**src/rtl/float_div_pkg.sv**
```systemverilog
// Shared types for the iterative float divider.
// FSM states, operand classes, flag bit positions, rounding modes.
package float_div_pkg;

  typedef enum logic [2:0] {
    IDLE,
    NORM,
    DIV,
    ROUND,
    DONE
  } state_t;

  typedef enum logic [2:0] {
    ZERO,
    SUBNORM,
    NORMAL,
    INF,
    QNAN,
    SNAN
  } fclass_t;

  localparam int FLAG_INVALID   = 4;
  localparam int FLAG_INFINITE  = 3;
  localparam int FLAG_OVERFLOW  = 2;
  localparam int FLAG_UNDERFLOW = 1;
  localparam int FLAG_INEXACT   = 0;

  localparam logic [2:0] RM_NEAR_EVEN    = 3'd0;
  localparam logic [2:0] RM_MIN_MAG      = 3'd1;
  localparam logic [2:0] RM_MIN          = 3'd2;
  localparam logic [2:0] RM_MAX          = 3'd3;
  localparam logic [2:0] RM_NEAR_MAX_MAG = 3'd4;

endpackage

```
**src/rtl/fn_unpack.sv**
```systemverilog
// Classifies one float word and normalizes its significand.
// Ports: word in; sign, cls, expo (biased, signed), sig (MSB set if nonzero).
module fn_unpack
  import float_div_pkg::*;
#(
  parameter int expWidth = 8,
  parameter int sigWidth = 24
) (
  input  logic [expWidth+sigWidth-1:0] word,
  output logic                         sign,
  output fclass_t                      cls,
  output logic signed [expWidth+1:0]   expo,
  output logic [sigWidth-1:0]          sig
);

  localparam int W  = expWidth + sigWidth;
  localparam int EW = expWidth + 2;
  localparam int LW = $clog2(sigWidth + 1);

  logic [expWidth-1:0] e_fld;
  logic [sigWidth-2:0] frac;
  logic [sigWidth-1:0] mant;
  logic [LW-1:0]       lz;
  logic                found;
  logic                e_zero;
  logic                e_ones;

  assign sign   = word[W-1];
  assign e_fld  = word[W-2 -: expWidth];
  assign frac   = word[sigWidth-2:0];
  assign e_zero = ~|e_fld;
  assign e_ones = &e_fld;
  assign mant   = {~e_zero, frac};

  always_comb begin
    lz    = '0;
    found = 1'b0;
    for (int i = sigWidth - 1; i >= 0; i--) begin
      if (!found) begin
        if (mant[i]) found = 1'b1;
        else lz = lz + LW'(1);
      end
    end
  end

  // subnormals use exponent 1, less the normalizing shift
  assign sig  = mant << lz;
  assign expo = EW'(e_fld) + EW'(e_zero) - EW'(lz);

  always_comb begin
    cls = NORMAL;
    if (e_ones) begin
      if (frac == '0) cls = INF;
      else if (frac[sigWidth-2]) cls = QNAN;
      else cls = SNAN;
    end else if (e_zero) begin
      cls = (frac == '0) ? ZERO : SUBNORM;
    end
  end

endmodule

```
**src/rtl/div_fn.sv**
```systemverilog
// Iterative IEEE-754 divider, out = a / b, one quotient bit per cycle.
// Ports: clk, reset, val, a, b, roundingMode -> out, exceptionFlags, busy, done.
module div_fn
  import float_div_pkg::*;
#(
  parameter int expWidth = 8,
  parameter int sigWidth = 24
) (
  input  logic                         clk,
  input  logic                         reset,
  input  logic                         val,
  input  logic [expWidth+sigWidth-1:0] a,
  input  logic [expWidth+sigWidth-1:0] b,
  input  logic [2:0]                   roundingMode,
  output logic [expWidth+sigWidth-1:0] out,
  output logic [4:0]                   exceptionFlags,
  output logic                         busy,
  output logic                         done
);

  localparam int W    = expWidth + sigWidth;
  localparam int EW   = expWidth + 2;
  localparam int RW   = sigWidth + 2;
  localparam int CW   = $clog2(sigWidth + 2);
  localparam int BIAS = (1 << (expWidth - 1)) - 1;

  localparam logic signed [EW-1:0] EMAX = EW'((1 << expWidth) - 1);
  localparam logic [CW-1:0] LAST = CW'(sigWidth + 1);

  localparam logic [W-2:0] INF_MAG =
    {{expWidth{1'b1}}, {(sigWidth-1){1'b0}}};
  localparam logic [W-2:0] MAX_MAG =
    {{(expWidth-1){1'b1}}, 1'b0, {(sigWidth-1){1'b1}}};
  localparam logic [W-1:0] QNAN_WORD =
    {1'b0, {expWidth{1'b1}}, 1'b1, {(sigWidth-2){1'b0}}};

  state_t state;
  logic [W-1:0] a_r, b_r;
  logic [2:0] rm_r;
  logic signed [EW-1:0] exp_r;
  logic [RW-1:0] rem, quo;
  logic [sigWidth-1:0] dvs;
  logic [CW-1:0] cnt;

  logic sa, sb;
  fclass_t ca, cb;
  logic signed [EW-1:0] xa, xb;
  logic [sigWidth-1:0] ma, mb;

  fn_unpack #(.expWidth(expWidth), .sigWidth(sigWidth)) u_ua (
    .word(a_r), .sign(sa), .cls(ca), .expo(xa), .sig(ma)
  );

  fn_unpack #(.expWidth(expWidth), .sigWidth(sigWidth)) u_ub (
    .word(b_r), .sign(sb), .cls(cb), .expo(xb), .sig(mb)
  );

  logic signed [EW-1:0] exp_q;
  logic ge;
  logic [RW-1:0] nxt;

  // pre-shifting ma when ma < mb keeps the quotient in [1,2)
  assign exp_q = xa - xb + EW'(BIAS) - EW'(ma < mb);
  assign ge    = rem >= RW'(dvs);
  assign nxt   = ge ? rem - RW'(dvs) : rem;
  assign busy  = (state != IDLE);

  logic sgn, g, rb, st, inx, inc, to_inf, a_nan, b_nan;
  logic [sigWidth:0] sig_rnd;
  logic signed [EW-1:0] exp_f;
  logic [W-1:0] res;
  logic [4:0] fl;
  logic unused_ok;

  assign sgn   = sa ^ sb;
  assign g     = quo[1];
  assign rb    = quo[0];
  assign st    = |rem;
  assign inx   = g | rb | st;
  assign a_nan = (ca == QNAN) || (ca == SNAN);
  assign b_nan = (cb == QNAN) || (cb == SNAN);

  always_comb begin
    inc = 1'b0;
    case (rm_r)
      RM_NEAR_EVEN:    inc = g & (rb | st | quo[2]);
      RM_MIN_MAG:      inc = 1'b0;
      RM_MIN:          inc = sgn & inx;
      RM_MAX:          inc = ~sgn & inx;
      RM_NEAR_MAX_MAG: inc = g;
      default:         inc = 1'b0;
    endcase
  end

  // a carry-out leaves the fraction bits all zero, so only exp moves
  assign sig_rnd   = {1'b0, quo[RW-1:2]} + (sigWidth+1)'(inc);
  assign exp_f     = exp_r + EW'(sig_rnd[sigWidth]);
  assign unused_ok = &{1'b0, sig_rnd[sigWidth-1]};
  assign to_inf    = (rm_r == RM_NEAR_EVEN) || (rm_r == RM_NEAR_MAX_MAG)
                  || ((rm_r == RM_MIN) && sgn) || ((rm_r == RM_MAX) && !sgn);

  always_comb begin
    res = '0;
    fl  = '0;
    if (a_nan || b_nan) begin
      res = QNAN_WORD;
      fl[FLAG_INVALID] = (ca == SNAN) || (cb == SNAN);
    end else if ((ca == ZERO && cb == ZERO) || (ca == INF && cb == INF)) begin
      res = QNAN_WORD;
      fl[FLAG_INVALID] = 1'b1;
    end else if (ca == INF) begin
      res = {sgn, INF_MAG};
    end else if (cb == INF) begin
      res = {sgn, {(W-1){1'b0}}};
    end else if (cb == ZERO) begin
      res = {sgn, INF_MAG};
      fl[FLAG_INFINITE] = 1'b1;
    end else if (ca == ZERO) begin
      res = {sgn, {(W-1){1'b0}}};
    end else if (exp_f >= EMAX) begin
      res = to_inf ? {sgn, INF_MAG} : {sgn, MAX_MAG};
      fl[FLAG_OVERFLOW] = 1'b1;
      fl[FLAG_INEXACT]  = 1'b1;
    end else if (exp_f <= 0) begin
      res = {sgn, {(W-1){1'b0}}};
      fl[FLAG_UNDERFLOW] = 1'b1;
      fl[FLAG_INEXACT]   = 1'b1;
    end else begin
      res = {sgn, exp_f[expWidth-1:0], sig_rnd[sigWidth-2:0]};
      fl[FLAG_INEXACT] = inx;
    end
  end

  always_ff @(posedge clk or posedge reset) begin
    if (reset) begin
      state          <= IDLE;
      out            <= '0;
      exceptionFlags <= '0;
      done           <= 1'b0;
      a_r            <= '0;
      b_r            <= '0;
      rm_r           <= '0;
      exp_r          <= '0;
      rem            <= '0;
      quo            <= '0;
      dvs            <= '0;
      cnt            <= '0;
    end else begin
      done <= 1'b0;
      unique case (state)
        IDLE: begin
          if (val) begin
            a_r   <= a;
            b_r   <= b;
            rm_r  <= roundingMode;
            state <= NORM;
          end
        end
        NORM: begin
          exp_r <= exp_q;
          rem   <= (ma < mb) ? {1'b0, ma, 1'b0} : {2'b00, ma};
          dvs   <= mb;
          quo   <= '0;
          cnt   <= '0;
          state <= DIV;
        end
        DIV: begin
          quo <= {quo[RW-2:0], ge};
          rem <= {nxt[RW-2:0], 1'b0};
          cnt <= cnt + CW'(1);
          if (cnt == LAST) state <= ROUND;
        end
        ROUND: begin
          out            <= res;
          exceptionFlags <= fl;
          done           <= 1'b1;
          state          <= DONE;
        end
        DONE:    state <= IDLE;
        default: state <= IDLE;
      endcase
    end
  end

endmodule

```
**config.mk**
```make
export PLATFORM = sky130hd
export DESIGN_NAME = div_fn
export DESIGN_NICKNAME = d
export VERILOG_FILES = /design/src/rtl/float_div_pkg.sv /design/src/rtl/fn_unpack.sv /design/src/rtl/div_fn.sv
export SDC_FILE = /design/constraint.sdc
export NUM_CORES = 1
export LEC_CHECK = 0
export ABC_CLOCK_PERIOD_IN_PS = 37000
export CORE_MARGIN = 2
export CORE_UTILIZATION = 54
export CTS_BUF_LIST = sky130_fd_sc_hd__clkbuf_8 sky130_fd_sc_hd__clkbuf_16
export CTS_CLUSTER_SIZE = 20
export DETAILED_ROUTE_END_ITERATION = 16
export PLACE_DENSITY_LB_ADDON = 0.2
export SYNTH_ARGS = -nofsm -noshare
export SYNTH_HDL_FRONTEND = slang
export SYNTH_SLANG_ARGS = --single-unit
```
**constraint.sdc**
```tcl
create_clock -name clk -period 37 [get_ports clk]
set_input_delay 7.4 -clock clk [delete_from_list [all_inputs] [get_ports clk]]
set_output_delay 7.4 -clock clk [all_outputs]
set_load 0.05 [all_outputs]
```
# Word level (Yosys, flattened, before mapping)
# Cells that the tools add are included.
totals:
  reg_bits: 199
  inputBits: 70
  out_inout_bits: 39
  word_cells: 356
classes:
  addsub: 57
  order_cmp: 4
  n_eq_ne: 15
  shift: 2
  mux: 227
  bitwise: 9
  n_reduce_logical: 30
op_table:
  columns: ["cell", "count"]
  rows:
  - ["$mux W5", 92]
  - ["$add A5 B1 Y5 const B", 47]
  - ["$mux W31", 6]
  - ["$mux W1", 105]
  - ["$pmux W26 S2", 2]
  - ["$mux W32", 2]
  - ["$mux W25", 2]
  - ["$shl A24 B5 Y24", 2]
  - ["$logic_not A23 Y1", 2]
  - ["$mux W3", 10]
  - ["$ge A26 B24 Y1", 1]
  - ["$reduce_or A26 Y1", 1]
  - ["$add A24 B1 Y25", 1]
  - ["$sub A25 B24 Y25", 1]
  - ["$lt A24 B24 Y1", 1]
  - ["$mux W24", 1]
  - ["$sub A10 B5 Y10", 2]
  - ["$add A8 B1 Y9", 2]
  - ["$eq A3 B2 Y1 const B", 6]
  - ["$mux W4", 4]
  - ["$reduce_and A8 Y1", 2]
  - ["$reduce_or A8 Y1", 2]
  - ["$eq A3 B3 Y1 const B", 5]
  - ["$logic_not A3 Y1", 4]
  - ["other kinds (22)", 41]

# Depth between registers and ports, before layout
depth:
  depth_word: 75
  ltp_mapped: 121
  depth_no_buf: 118

# Cells and area by module
# From an unflattened synthesis, not the netlist that was laid out.
unflattened:
  cells_unflattened: 2576
  area_unflattened_um2: 20714.9
by_module_without_submodules:
  columns: ["mod", "instances", "cells_each", "area_per_inst_um2", "seq_area_each_um2"]
  rows:
  - ["div_fn", 1, 1155, 11457.2, 4979.8]
  - ["fn_unpack at u_ub", 1, 691, 4630.7, 0.0]
  - ["fn_unpack at u_ua", 1, 730, 4626.9, 0.0]

# Worst setup path before layout
# No wires, ideal clock.
synth_path:
  path_kind: "reg2reg"
  from: "reg b_r[25]"
  to: "reg exp_r[9]"
  setup_ps: 133
  arrival_ps: 20981
  required_time_ps: 36867
  path_slack_ps: 15886
  stages_incl_launch_ff: 115
  n_path_buf: 4
  period_less_slack_ps: 21114
  cell_sequence: "dfrtp_1 > clkbuf_1 > nor4_4 > nand2_1 > clkbuf_1 > nor2_1 > ha_1 > nor2_1 > nor3_1 > ha_1 > mux2_2 > o21ai_0 > nor2_1 > ha_1 > nand2_1 > a21oi_1 > ha_1 > nand2b_1 > [79 not listed] > buf_4 > inv_2 > fa_1 > inv_1 > fa_1 > inv_1 > fa_1 > ha_1 > fa_1 > a21oi_1 > o21bai_1 > a21oi_1 > nor2_1 > nor2_1 > o21bai_1 > a21oi_1 > xnor2_1 > o21ai_0"
synth_between:
  elab_chain_cells: 75
  elab_cells_between_ends: 102
  cone_classes: "add/sub: 28; order compare: 1; shift: 1; mux: 70; reduce/logical: 2"
synth_rtl:
  columns: ["item", "line_no", "source"]
  rows:
  - ["start, declared", "div_fn.sv:38", "logic [W-1:0] a_r, b_r;"]
  - ["start signal, assigned", "div_fn.sv:141", "b_r <= '0;"]
  - ["start signal, assigned", "div_fn.sv:154", "b_r <= b;"]
  - ["$reduce_or A8 Y1", "fn_unpack.sv:31", "assign e_zero = ~|e_fld;"]
  - ["$mux W1", "fn_unpack.sv:40", "if (mant[i]) found = 1'b1;"]
  - ["$add A5 B1 Y5", "fn_unpack.sv:41", "else lz = lz + LW'(1);"]
  - ["$mux W5", "fn_unpack.sv:40", null]
  - ["$mux W5", "fn_unpack.sv:39", "if (!found) begin"]
  - ["$add A5 B1 Y5", "fn_unpack.sv:41", null]
  - ["$mux W5", "fn_unpack.sv:40", null]
  - ["$mux W5", "fn_unpack.sv:39", null]
  - ["[59 not listed]", null, null]
  - ["$mux W5", "fn_unpack.sv:39", null]
  - ["$add A5 B1 Y5", "fn_unpack.sv:41", null]
  - ["$mux W5", "fn_unpack.sv:40", null]
  - ["$mux W5", "fn_unpack.sv:39", null]
  - ["$sub A10 B5 Y10", "fn_unpack.sv:48", "assign expo = EW'(e_fld) + EW'(e_zero) - EW'(lz);"]
  - ["$sub A10 B10 Y10", "div_fn.sv:63", "assign exp_q = xa - xb + EW'(BIAS) - EW'(ma < mb);"]
  - ["$add A10 B7 Y10", "div_fn.sv:63", null]
  - ["$sub A10 B1 Y10 *", "div_fn.sv:63", null]
  - ["end signal, assigned", "div_fn.sv:160", "exp_r <= exp_q;"]
  - ["end, declared", "div_fn.sv:40", "logic signed [EW-1:0] exp_r;"]
# Every way passes the cells marked *; elsewhere a longest branch is shown, timed or not.
# A chain may end at the register's enable or synchronous reset.

# Worst setup path in the final report
layout_path:
  from: "reg b_r[27]"
  to: "reg exp_r[9]"
# The elaborated chain is that of the path after synthesis.

==> results.py <==
metrics = {
    "setup_path": {
        "critPathMostFrequentCell": "ha_1",
        "cpLargestDelayFamily": "adder cells",
        "crit_start": "b_r[27]",
        "crit_required_ps": 37340,
        "cp-end-kind": "flip-flop",
        "critical-path-max-stage-delay_ps": 850,
        "start_kind": "flip-flop",
        "r2r_cells": 110,
        "crit_type": "flip-flop to flip-flop",
        "critPathArrivalTime_ps": 24570,
        "r2r-end": "exp_r[9]",
        "path_max_fanout": 28,
        "slowest_stage": "xor2_1",
        "r2r_setup_slack_ps": 12770,
        "critical_path_depth": 110,
        "worst-path-buf-inv": 4,
        "r2r-start": "b_r[27]",
        "critPathCapture": "exp_r[9]",
    },
    "clock_tree": {
        "cts_num_sinks": 199,
        "cts_setup_buffers": 0,
        "tritoncts": "yes",
        "numCtsBuffers": 17,
        "clkTransAtPathRegs_ps": 90,
        "ctsHtreeMaxLevel": 4,
        "clock_latency_ps": 480,
        "root_buffer": "clkbuf_16",
        "hold_buffers": 0,
        "clockBufferDepth": 2,
        "ctsResizeCount": 0,
    },
    "place": {
        "placedCellCount": 2881,
        "dp_slack_ps": 13000,
        "place.gp.congestion": 0.9494,
        "dp_hpwl_um": 41490,
        "place_area_um2": 20940,
        "placement.io_buffers": 108,
    },
    "power_and_ir_drop": {
        "p_leak_uw": 0.009710,
        "ir_drop_mv": 0.06085,
        "powerDensity_nw_per_um2": 81.09,
    },
    "synthesis": {
        "synth_area_leader_cell": "dfrtp_1",
        "synth_area_um2": 19620,
        "yosys_register_bits": 199,
        "synth_flop_cell": "dfrtp_1",
        "synth_cell_type_count": 91,
        "yosysWarnings": 0,
        "synth_top_cell_area_share_pct": 25.38,
        "async_reset_ff_share_pct": 100.0,
        "syn_inst": 2422,
        "syn-mean-instance-area_um2": 8.102,
        "post_synth_main_area_contributors": "dfrtp_1 25%, ha_1 7.7%, mux2i_1 6.5%",
        "synth.most_common_cell": "nand2_1",
        "syn_nets": 2625,
        "synth_common_cells": "296 x nand2_1, 216 x nor2_1, 199 x dfrtp_1",
        "synth_edf_count": 0,
        "seq_area_frac_synth_pct": 25.38,
    },
    "floorplan": {
        "fp.dieW_um": 194.6,
        "pin_count": 109,
        "die_h_um": 194.6,
        "row_count": 69,
        "dieArea_um2": 37880,
        "start_util_pct": 55.04,
        "coreArea_um2": 35660,
    },
    "sta": {
        "fin_crit_sh_pct": 65.50,
        "rsz0062_at_grt": "no",
        "maxSlewViolCount": 0,
        "fin_ws_ps": 12770,
        "fmax_mhz": 41.26,
        "tns_ps": 0,
        "setup_viol": 0,
        "clock-skew-final_ps": 18.88,
        "hold_violations": 0,
        "whs_ps": 481.3,
        "slew_headroom_pct": 17.67,
        "finalCriticalPeriod_ps": 24230,
        "worst_slew_pin_slew_ps": 1231,
    },
    "status": {
        "status": "complete, no violations",
    },
    "global_routing": {
        "busiest_layer": "met2",
        "met3_usage_pct": 3.505,
        "track_usage_pct": 28.75,
        "grt_pass1_wl_um": 88860,
        "antenna_found_initial": 0,
        "grtUsageMet2_pct": 47.15,
        "grt_max_degree": 145,
        "use_met1_pct": 39.55,
        "globalRouteOverflowTotal": 0,
        "grt_pass1_vias": 17052,
    },
    "run": {
        "drv_cap": 0,
    },
    "routing": {
        "drt_iter0_drc": 1583,
        "routed_wl_um": 54550,
        "vias_per_cell": 6.133,
        "num_vias": 17866,
        "route.detailed.drc": 0,
        "dr.pass1.iters": 5,
        "route.detailed.wl_per_inst_um": 18.73,
        "ant_nets": 0,
    },
    "cells_and_area": {
        "stdcell_area_um2": 21590,
        "instances_no_fill": 2913,
        "fin_nets": 2642,
        "nFillCells": 3173,
        "synthToLayoutAreaGrowth_pct": 10.00,
        "drive_gt1_share_pct": 7.341,
        "diodes": 0,
    },
    "worst_hold_path": {
        "hp-class": "flip-flop to flip-flop",
        "hold_path.startpoint": "out[5]",
    },
}
==> cell families (layout without fill, tap and decap cells) <==
logic type      count (synthesis)  after routing  share of synthesized area (%)
fa+ha+maj                     136            136                          9.130
compound gates                582            582                          18.32
simple gates                  867            867                          21.29
mux                           211            211                          11.36
other cells                     1              1                        0.01911
xor+xnor                      177            177                          9.551
flops                         199            199                          25.38
buf+inv                       249            279                          4.954
==> flip-flops by register name, summed over array words and instances, names as in the netlist <==
| register | count |
|---|---|
| a_r | 32 |
| b_r | 32 |
| cnt | 5 |
| done | 1 |
| dvs | 24 |
| exceptionFlags | 5 |
| exp_r | 10 |
| out | 32 |
| quo | 26 |
| rem | 26 |
| rm_r | 3 |
| state | 3 |
==> where the power goes <==
part           internal (µW)  total [µW]  switching [µW]
Combinational            444        1070             631
Sequential               311         465             153
Clock                   96.3         212             115
Total                    851        1750             899
==> routing by layer <==
layer	share of wire [%]	routed length, µm	up-vias
met5	0	0	-
met3	5.3	2913	84
met4	2.7	1479	0
met2	46	24970	563
li1	-	-	8638
met1	46	25190	8581
==> through the flow <==
stage	total power, µW	utilization, %
after detailed placement	1521	58.71
after floorplan	1226	-
after global placement	1495	58.71
after global routing	1886	60.54
final	1750	60.54
after CTS	1739	60.54
==> cells in the final DEF, fill, tap and decap left out, types with 46 or more instances in the layout <==
| cell type | instances |
|---|---|
| mux2_2 | 83 |
| inv_1 | 116 |
| xnor2_1 | 106 |
| xor2_1 | 46 |
| nand3_1 | 77 |
| ha_1 | 120 |
| mux2i_1 | 127 |
| a21oi_1 | 165 |
| nor2_1 | 214 |
| nand2_1 | 296 |
| o21ai_0 | 165 |
| dfrtp_1 | 199 |
| clkdlybuf4s50_1 | 108 |
==> cell type report <==
cell class,count,area [µm²],area share (%)
Clock inverter,15,226.5,1.049
Sequential cell,199,4980,23.07
Inverter,121,461.7,2.139
Timing Repair Buffer,126,1216,5.634
Multi-Input combinational cell,1974,13700,63.47
Tap cell,461,576.8,2.672
Clock buffer,17,425.4,1.971
==> worst min path at each step <==
stage / endpoint / slack, ps / cells past startpoint
after detailed placement: out[17] / 470 / 1
after global routing: out[17] / 500 / 1
after CTS: out[7] / 490 / 1
after floorplan: dvs[0] / 450 / 2
after global placement: out[21] / 460 / 1
final: out[5] / 480 / 1
==> worst reg2reg max path: cells and delay by family, from the launching register on <==
| kind | cells | cell delay, ps |
|---|---|---|
| multiplexers | 13 | 2710 |
| flip-flops | 1 | 490 |
| buffers and inverters | 4 | 700 |
| XOR/XNOR | 3 | 1440 |
| adder cells (fa/ha/maj) | 28 | 8820 |
| AND/OR/NAND/NOR | 29 | 3930 |
| AO/OA/AOI/OAI | 33 | 6020 |
Note: power is estimated with default switching activity, not from simulation.
